### src/rtl/nibble_serial_adder.sv
// Multi-cycle WIDTH-bit adder: one nibble per cycle through a 4-bit sum/carry slice.
// Define NIBBLE_SERIAL_ADDER_OVERFLOW_EN to add the registered signed-overflow output overflow_o.
module nibble_serial_adder #(
  parameter int WIDTH = 32
) (
  input  logic             clk_i,
  input  logic             rst_i,
  input  logic [WIDTH-1:0] a_i,
  input  logic [WIDTH-1:0] b_i,
  input  logic             carry_i,
  input  logic             valid_i,
  output logic             ready_o,
  output logic [WIDTH-1:0] sum_o,
  output logic             carry_o,
  output logic             valid_o,
  input  logic             ready_i
`ifdef NIBBLE_SERIAL_ADDER_OVERFLOW_EN
  ,
  output logic             overflow_o
`endif
);

  localparam int N  = WIDTH / 4;
  localparam int CW = (N > 1) ? $clog2(N) : 1;
  localparam logic [CW-1:0] LAST = CW'(N - 1);

  if ((WIDTH % 4) != 0 || WIDTH < 8) begin : g_bad_width
    $error("nibble_serial_adder: WIDTH must be a multiple of 4 and at least 8");
  end

  typedef enum logic [1:0] {IDLE, ADD, DONE} state_t;

  state_t              state, next_state;
  logic [WIDTH-1:0]    a_sh, b_sh;
  logic [WIDTH-5:0]    result_part;
  logic                carry_r;
  logic [CW-1:0]       cnt;
  logic [WIDTH-1:0]    sum_q;
  logic                cout_q;
  logic                load, step;
  logic [4:0]          slice;
  logic [WIDTH-1:0]    shifted;

  assign slice   = {1'b0, a_sh[3:0]} + {1'b0, b_sh[3:0]} + {4'b0000, carry_r};
  assign shifted = {slice[3:0], result_part};

  always_ff @(posedge clk_i or posedge rst_i) begin
    if (rst_i) state <= IDLE;
    else       state <= next_state;
  end

  always_comb begin
    next_state = state;
    ready_o    = 1'b0;
    valid_o    = 1'b0;
    load       = 1'b0;
    step       = 1'b0;
    case (state)
      IDLE: begin
        ready_o = 1'b1;
        if (valid_i) begin
          load       = 1'b1;
          next_state = ADD;
        end
      end
      ADD: begin
        step = 1'b1;
        if (cnt == LAST) next_state = DONE;
      end
      DONE: begin
        valid_o = 1'b1;
        if (ready_i) next_state = IDLE;
      end
      default: next_state = IDLE;
    endcase
  end

  // The published result lives in its own register so the shifting
  // accumulator never exposes a partially assembled sum.
  always_ff @(posedge clk_i or posedge rst_i) begin
    if (rst_i) begin
      a_sh        <= '0;
      b_sh        <= '0;
      result_part <= '0;
      carry_r     <= 1'b0;
      cnt         <= '0;
      sum_q       <= '0;
      cout_q      <= 1'b0;
    end else if (load) begin
      a_sh        <= a_i;
      b_sh        <= b_i;
      carry_r     <= carry_i;
      result_part <= '0;
      cnt         <= '0;
    end else if (step) begin
      a_sh        <= a_sh >> 4;
      b_sh        <= b_sh >> 4;
      result_part <= shifted[WIDTH-1:4];
      carry_r     <= slice[4];
      cnt         <= cnt + 1'b1;
      if (cnt == LAST) begin
        sum_q  <= shifted;
        cout_q <= slice[4];
      end
    end
  end

  assign sum_o   = sum_q;
  assign carry_o = cout_q;

`ifdef NIBBLE_SERIAL_ADDER_OVERFLOW_EN
  logic ovf_q;

  // Carry into the MSB is recovered from the top bit of the last nibble's sum.
  always_ff @(posedge clk_i or posedge rst_i) begin
    if (rst_i)                     ovf_q <= 1'b0;
    else if (step && cnt == LAST)  ovf_q <= (a_sh[3] ^ b_sh[3] ^ slice[3]) ^ slice[4];
  end

  assign overflow_o = ovf_q;
`endif

endmodule

### config.mk
export PLATFORM = sky130hd
export DESIGN_NAME = nibble_serial_adder
export DESIGN_NICKNAME = d
export VERILOG_FILES = /design/src/rtl/nibble_serial_adder.sv
export SDC_FILE = /design/constraint.sdc
export NUM_CORES = 1
export LEC_CHECK = 0
export ABC_AREA = 1
export ABC_CLOCK_PERIOD_IN_PS = 8560
export CAP_MARGIN = 15
export CORE_UTILIZATION = 56
export CTS_CLUSTER_DIAMETER = 30
export DETAILED_ROUTE_END_ITERATION = 8
export PLACE_DENSITY = 0.85
export SYNTH_ARGS = -nofsm -noshare
export SYNTH_HDL_FRONTEND = slang
export SYNTH_SLANG_ARGS = --single-unit
### constraint.sdc
create_clock -name clk_i -period 8.56 [get_ports clk_i]
set_input_delay 1.284 -clock clk_i [delete_from_list [all_inputs] [get_ports clk_i]]
set_output_delay 1.284 -clock clk_i [all_outputs]
set_load 0.02 [all_outputs]
==> results of run 1 <==
==> how the worst max path moves through the flow <==
stage                               from                    endpoint  slack [ps]  cells past startpoint
global route        state[0]$_DFFE_PP0P_                     ready_o        4800                      3
finish              state[0]$_DFFE_PP0P_                     ready_o        4910                      3
global placement                 valid_i        b_sh[29]$_DFFE_PP0P_        5060                      6
floorplan                          rst_i         a_sh[0]$_DFFE_PP0P_        3780                      1
CTS                 state[0]$_DFFE_PP0P_                     ready_o        4930                      3
detailed placement               valid_i  result_part[0]$_DFFE_PP0P_        4920                      6
==> critical path: stages (launching register included) <==
cell and delay [ps]:
sky130_fd_sc_hd__dfrtp_1 460, sky130_fd_sc_hd__nor2_4 110, sky130_fd_sc_hd__buf_4 530, sky130_fd_sc_hd__clkdlybuf4s50_1 730
==> kinds of logic (layout without fill, tap and decap cells) <==
| kind of cell | Yosys count | after routing | synth area share (%) |
|---|---|---|---|
| xor+xnor | 1 | 1 | 0.163 |
| buf+inv | 88 | 189 | 6.56 |
| simple gates | 263 | 263 | 21.0 |
| flops | 131 | 131 | 60.9 |
| fa+ha+maj | 7 | 7 | 1.91 |
| compound gates | 87 | 87 | 9.46 |
==> routing by layer <==
| layer | up-vias | wire length [microns] |
|---|---|---|
| li1 | 2101 | - |
| met1 | 2213 | 5420 |
| met2 | 203 | 6550 |
| met3 | 28 | 725 |
| met4 | 0 | 292 |
| met5 | - | 0 |
==> area by class of cell <==
cell class	instances	area [sq um]	share of cell area, %
clock inverters	12	155	2.19
inverters	48	185	2.62
flip-flops and latches	131	3280	46.3
multi-input cells	358	1770	25.0
repair buffers	109	1090	15.4
well taps	129	161	2.28
clock buffers	20	435	6.15
==> flip-flops by register name, summed over array words and instances, names as in the netlist <==
name and count:
cnt 3, b_sh 32, sum_o 32, result_part 28, carry_o 1, state 2
a_sh 32, carry_r 1
==> power by group <==
part | internal [mW] | total [mW] | leakage [nW] | switching (mW)
sequential | 0.862 | 0.990 | 1.72 | 0.128
combinational | 0.356 | 0.918 | 1.21 | 0.563
clock | 0.451 | 0.717 | 0.274 | 0.266
total | 1.67 | 2.62 | 3.21 | 0.956
==> placed cells by master, fill, tap and decap left out, types with 2 or more instances in the layout <==
master                              n
sky130_fd_sc_hd__clkdlybuf4s50_1  102
sky130_fd_sc_hd__a22o_1             2
sky130_fd_sc_hd__clkinv_2           2
sky130_fd_sc_hd__bufinv_16          3
sky130_fd_sc_hd__dfrtp_1          131
sky130_fd_sc_hd__fa_1               2
sky130_fd_sc_hd__clkbuf_8           2
sky130_fd_sc_hd__nand3_1          114
sky130_fd_sc_hd__ha_1               5
sky130_fd_sc_hd__inv_1             46
sky130_fd_sc_hd__clkbuf_1           2
sky130_fd_sc_hd__nand2_1          146
sky130_fd_sc_hd__a21oi_1            2
sky130_fd_sc_hd__inv_6              2
sky130_fd_sc_hd__clkbuf_16         16
sky130_fd_sc_hd__o211ai_1          12
sky130_fd_sc_hd__o21ai_1           16
sky130_fd_sc_hd__o21ai_0           26
sky130_fd_sc_hd__o22ai_1           27
sky130_fd_sc_hd__clkinvlp_4         5
sky130_fd_sc_hd__buf_4              5
==> results.md, run 1 <==
* Run status: completed
* Standard cell core area at 9280 sq um
* Num rows at 35
* Maximum buffer depth of the clock tree at 2
* Worst Hold Path Cells at 2
* Iter 0 DRT Violations at 325
* Cell count after synthesis at 577
* Library cell with the highest instance count after synthesis: sky130_fd_sc_hd__nand2_1
* Worst supply voltage drop on vdd at 0.161 mV
* Total global-route track usage at 27.4%
* Cell area after placement at 6460 sq um
* Die Ht at 100 microns
* Reg-to-Reg Start: state[1]$_DFFE_PP0P_
* Total number of vias at 4545
* Required time at the worst-slack endpoint at 7280 ps
* Total power at 2.62 mW
* Number of hold violations in the final report at 0
* Top_reg_cell synth: sky130_fd_sc_hd__dfrtp_1
* Worst skew pair latency at 510 ps
* Antenna Nets Post-Route at 0
* Time the final worst path needs with I/O delays and setup at 3650 ps
* Share of the yosys chip area belonging to registers at 60.9%
* CTS Root Cell: sky130_fd_sc_hd__clkbuf_8
* Drt via density at 5.63
* Total setup buffers inserted after CTS at 0
* Cell Pwr Density at 371 nW/um^2
* Final standard cell area without fillers at 7080 sq um
* R2R Setup Slk at 5810 ps
* Number of clock sinks seen by CTS at 131
* Antenna violations before repair at 0
* Endpoint of the worst hold-timing path: carry_o$_DFFE_PP0P_
* Detailed Routing Iterations Pass 1 at 5
* Share of synthesized registers carrying an async set or reset at 100%
* Clock-pin slew of the registers on the worst-case setup and hold paths at 60 ps
* Global routing usage on met1 at 34.6%
* Filler instances at 620
* Average routed wire per standard cell at 16.1 microns
* Largest net degree at the start of global routing at 79
* Number of placed instances, taps included at 774
* Worst clock skew at 6.35 ps
* Final Cycle Share at 42.7%
* Area leader, netlist: sky130_fd_sc_hd__dfrtp_1
* Source of the worst hold timing path: carry_o$_DFFE_PP0P_
* Number of resized instances in the post-cts repair step at 0
* GR Util met2 at 47.6%
* Lkg Pwr at 3.21 nW
* Vias in the first global route at 4443
* RSZ-0062 raised after global routing: false
* Fmax achieved at 0.274 GHz
* Count of unique library cells instantiated by Yosys at 19
* Final setup violating endpoints at 0
* Post-Syn Area per Cell at 9.33 sq um
* Io pins at 104
* Fraction of synthesized cell area taken by the top area cell type at 60.9%
* Clock tree from TritonCTS: yes
* Chip Width at 100 microns
* Fin nets at 741
* Fraction of layout cells with a size suffix above 1 at 6.19%
* Number of storage elements in the synthesis netlist at 131
* Final Slew Violations at 0
* Hpwl dp at 7600 microns
* Layout Cells excl Fill at 807
* Total of buffers placed on input and output ports at 103
* Top Usage Layer GRT: met2
* Number of synthesized flops with an enable pin at 0
* Count of synthesis-stage warnings from yosys at 0
* Total Die Area at 10000 sq um
* Largest fanout on the critical path at 67
* Final hold slack at 480 ps
* Post-Synthesis Net Count at 653
* Post-CTS Hold Fix Bufs at 0
* Grt met3 use at 5.43%
* # Max-Cap Violations at 0
* Routed WL at 13000 microns
* Worst Hold Class: register to register
* Most used standard cells in the synthesized netlist: 147 x sky130_fd_sc_hd__nand2_1, 131 x sky130_fd_sc_hd__dfrtp_1, 114 x sky130_fd_sc_hd__nand3_1, 47 x sky130_fd_sc_hd__inv_1, 27 x sky130_fd_sc_hd__o22ai_1
* Overflow after GRT at 0
* Tightest Pin Transition at 1040 ps
* Post-route worst setup slack at 4910 ps
* Final weighted congestion of routability-driven global placement at 0.865
* Top post-synthesis cells by area: sky130_fd_sc_hd__dfrtp_1 61%, sky130_fd_sc_hd__nand3_1 11%, sky130_fd_sc_hd__nand2_1 10%
* First-pass GRT wire length at 21000 microns
* Critical path class: register to output pin
* Arrival time at the worst endpoint at 2370 ps
* Cts bufs inserted at 17
* Startpoint kind of the worst setup timing path: register
* Initial core utilization at 58.0%
* Placement Setup Slack at 4920 ps
* Total Neg Setup Slack at 0 ps
* Remaining routing DRC violations at 0
* Worst rel slew slack at 30.4%
* Worst R2R Path Depth at 6
* Kind of end point of the critical path: output pin
* Htree depth at 4
* Total inserted antenna cells at 0
* Share of the core filled with cells in the final layout at 76.2%
* Worst reg2reg path endpoint: sum_o[22]$_DFFE_PP0P_
* Mapped Area at 5380 sq um
* Area Overhead vs Synth at 31.5%
Power figures use the tool's default switching activity.
==> run 2, diff against run 1 <==
--- a/config.mk
+++ b/config.mk
@@ -6,12 +6,12 @@
 export NUM_CORES = 1
 export LEC_CHECK = 0
 export ABC_AREA = 1
-export ABC_CLOCK_PERIOD_IN_PS = 8560
+export ABC_CLOCK_PERIOD_IN_PS = 3100
 export CAP_MARGIN = 15
-export CORE_UTILIZATION = 56
+export CORE_UTILIZATION = 47
 export CTS_CLUSTER_DIAMETER = 30
 export DETAILED_ROUTE_END_ITERATION = 8
-export PLACE_DENSITY = 0.85
+export PLACE_DENSITY = 0.76
 export SYNTH_ARGS = -nofsm -noshare
 export SYNTH_HDL_FRONTEND = slang
 export SYNTH_SLANG_ARGS = --single-unit
==> constraint.sdc (replaced) <==
create_clock -name clk_i -period 3.1 [get_ports clk_i]
set_input_delay 0.465 -clock clk_i [delete_from_list [all_inputs] [get_ports clk_i]]
set_output_delay 0.465 -clock clk_i [all_outputs]
set_load 0.02 [all_outputs]
==> run 2 against run 1 <==
Net effect:
- sequential power rose to 2.7 times the previous value
- sequential cell count stayed put
- setup slack lost 3900 ps
- critical endpoint is now valid_o
- clock power grew to 2.9 times the previous value
- routed wire length fell by 5.6%
- cell count rose by 1.6%
- sequential share of layout area fell by 0.33 points
- non-clock buffer count up 2
==> results.md, run 2 (same netlist as run 1, synthesis figures left out) <==
* Arrival time at the worst endpoint at 1670 ps (-700 ps)
* Time the final worst path needs with I/O delays and setup at 2140 ps
* Total Neg Setup Slack at 0 ps (unchanged)
* Final Cycle Share at 68.9%
* Cts bufs inserted at 17 (unchanged)
* Worst skew pair latency at 410 ps (-100 ps)
* Num rows at 38 (+8.6%)
* Reg-to-Reg Start: cnt[0]$_DFFE_PP0P_
* Fin nets at 743 (+0.27%)
* Cell Pwr Density at 1010 nW/um^2 (+170%)
* Critical path class: register to output pin
* First-pass GRT wire length at 20400 microns (-2.9%)
* Number of clock sinks seen by CTS at 131 (unchanged)
* Final hold slack at 482 ps (+2.65 ps)
* Filler instances at 896 (+45%)
* RSZ-0062 raised after global routing: false
* Worst clock skew at 8.45 ps (+2.10 ps)
* Maximum buffer depth of the clock tree at 2 (unchanged)
* Average routed wire per standard cell at 15.0 microns (-7.1%)
* Die Ht at 109 microns (+9.0%)
* Tightest Pin Transition at 711 ps (-330 ps)
* Total number of vias at 4372 (-3.8%)
* Most frequent standard cell in the layout excluding fill and tap cells: sky130_fd_sc_hd__nand2_1
* Clock tree from TritonCTS: yes
* Grt met3 use at 5.98% (+0.55 points)
* Worst supply voltage drop on vdd at 0.535 mV (+230%)
* Final setup violating endpoints at 0 (unchanged)
* Commonest cells after routing, fill and taps aside: 146 x sky130_fd_sc_hd__nand2_1, 131 x sky130_fd_sc_hd__dfrtp_1, 114 x sky130_fd_sc_hd__nand3_1
* Startpoint kind of the worst setup timing path: register
* Total of buffers placed on input and output ports at 103 (unchanged)
* Chip Width at 109 microns (+9.0%)
* Run status: completed
* Total power at 7.23 mW (+180%)
* Global routing usage on met1 at 30.2% (-4.4 points)
* Fraction of layout cells with a size suffix above 1 at 6.76% (+0.57 points)
* Post-CTS Hold Fix Bufs at 0 (unchanged)
* Largest fanout on the critical path at 5 (-93%)
* Iter 0 DRT Violations at 289 (-11%)
* First element of the critical path: state[0]$_DFFE_PP0P_
* Clk network pwr share at 28.7% (+1.4 points)
* Standard cell core area at 11000 sq um (+18%)
* Kind of end point of the critical path: output pin
* Number of hold violations in the final report at 0 (unchanged)
* Final weighted congestion of routability-driven global placement at 0.824 (-4.8%)
* Top Usage Layer GRT: met2
* R2R Setup Slk at 1190 ps (-4620 ps)
* Final Slew Violations at 0 (unchanged)
* Vias in the first global route at 4243 (-4.5%)
* CTS Root Cell: sky130_fd_sc_hd__clkbuf_16
* Hpwl dp at 7620 microns (+0.16%)
* Initial core utilization at 49.0% (-9.0 points)
* Antenna violations before repair at 0 (unchanged)
* Total Die Area at 11900 sq um (+19%)
* Area Overhead vs Synth at 32.5%
* Detailed Routing Iterations Pass 1 at 7 (+2)
* Overflow after GRT at 0 (unchanged)
* Clock-pin slew of the registers on the worst-case setup and hold paths at 60 ps (about the same)
* Fmax achieved at 0.468 GHz
* Largest net degree at the start of global routing at 132 (+67%)
* Lkg Pwr at 3.22 nW (+0.55%)
* Routed WL at 12300 microns (-5.6%)
* Switching Share at 36.0% (-0.45 points)
* Antenna Nets Post-Route at 0 (unchanged)
* Htree depth at 4 (unchanged)
* Internal power at 4.63 mW (+180%)
* Worst rel slew slack at 52.6% (+22 points)
* GR Util met2 at 35.4% (-12 points)
* Remaining routing DRC violations at 0 (unchanged)
* Worst Hold Class: register to register
* Power share of the combinational group at 33.9% (-1.1 points)
* Total global-route track usage at 22.8% (-4.6 points)
* Net switching power of the design at 2.60 mW (+170%)
* Total setup buffers inserted after CTS at 0 (unchanged)
* Io pins at 104 (unchanged)
* Drt via density at 5.33 (-5.3%)
* Number of resized instances in the post-cts repair step at 0 (unchanged)
* Required time at the worst-slack endpoint at 2630 ps (-4650 ps)
* Total inserted antenna cells at 0 (unchanged)
* # Max-Cap Violations at 0 (unchanged)
* Part of the power in registers at 37.4% (-0.3 points)
* Source of the worst hold timing path: a_sh[17]$_DFFE_PP0P_
==> run 2: changes by cell type in the layout (fill, tap and decap cells not counted), moves of 2 or more <==
cell                       change
sky130_fd_sc_hd__clkinv_2      -2
sky130_fd_sc_hd__inv_8         +2
sky130_fd_sc_hd__inv_6         +2
sky130_fd_sc_hd__clkbuf_1      -2
sky130_fd_sc_hd__buf_4         +2
sky130_fd_sc_hd__clkbuf_8      -2
==> run 2: critical path: stages (launching register included) <==
cell                              delay (ps)
sky130_fd_sc_hd__dfrtp_1                 470
sky130_fd_sc_hd__nor2_1                  140
sky130_fd_sc_hd__clkdlybuf4s50_1         640
==> run 2: path summary, 6_finish.rpt <==
| check | endpoint | depth (start not counted) |
|---|---|---|
| max in group asynchronous | b_sh[2]$_DFFE_PP0P_ | 3 |
| worst max register to register | sum_o[3]$_DFFE_PP0P_ | 6 |
| min in group asynchronous | a_sh[19]$_DFFE_PP0P_ | 3 |
| worst min-delay path | a_sh[17]$_DFFE_PP0P_ | 2 |
| worst max-delay path | valid_o | 2 |
| worst min register to register | a_sh[17]$_DFFE_PP0P_ | 2 |
==> run 2: area by class of cell <==
class | count | area (sq um) | share of cell area, %
clock buffer | 17 | 425 | 5.97
inverter | 48 | 184 | 2.58
tap | 140 | 175 | 2.46
sequential | 131 | 3280 | 46.0
multi-input combinational | 358 | 1770 | 24.9
clock inverter | 15 | 195 | 2.74
timing repair buffer | 111 | 1100 | 15.4
==> run 2: layer usage <==
layer | share of wire [%] | up-vias
met5 | 0 | -
met4 | 1.9 | 0
met3 | 5.0 | 18
met2 | 49 | 135
met1 | 44 | 2117
li1 | - | 2102
==> run 2: power by group through the flow <==
stage	Clock, mW	Sequential, mW	Combinational, mW
after CTS	2.11	2.71	2.48
after global placement	0	2.70	2.36
after floorplan	0	2.85	1.45
after detailed placement	0	2.73	2.45
final	2.08	2.71	2.45
after global routing	2.19	2.78	2.74
==> run 2: stage by stage <==
step	util (%)	instances	setup slack, ps	area, sq um
floorplan	-	577	1010	5390
global placement	59.3	788	1330	6510
detailed placement	59.3	788	1270	6510
CTS	64.9	820	924	7130
global route	64.9	820	885	7130
finish	64.9	820	963	7130
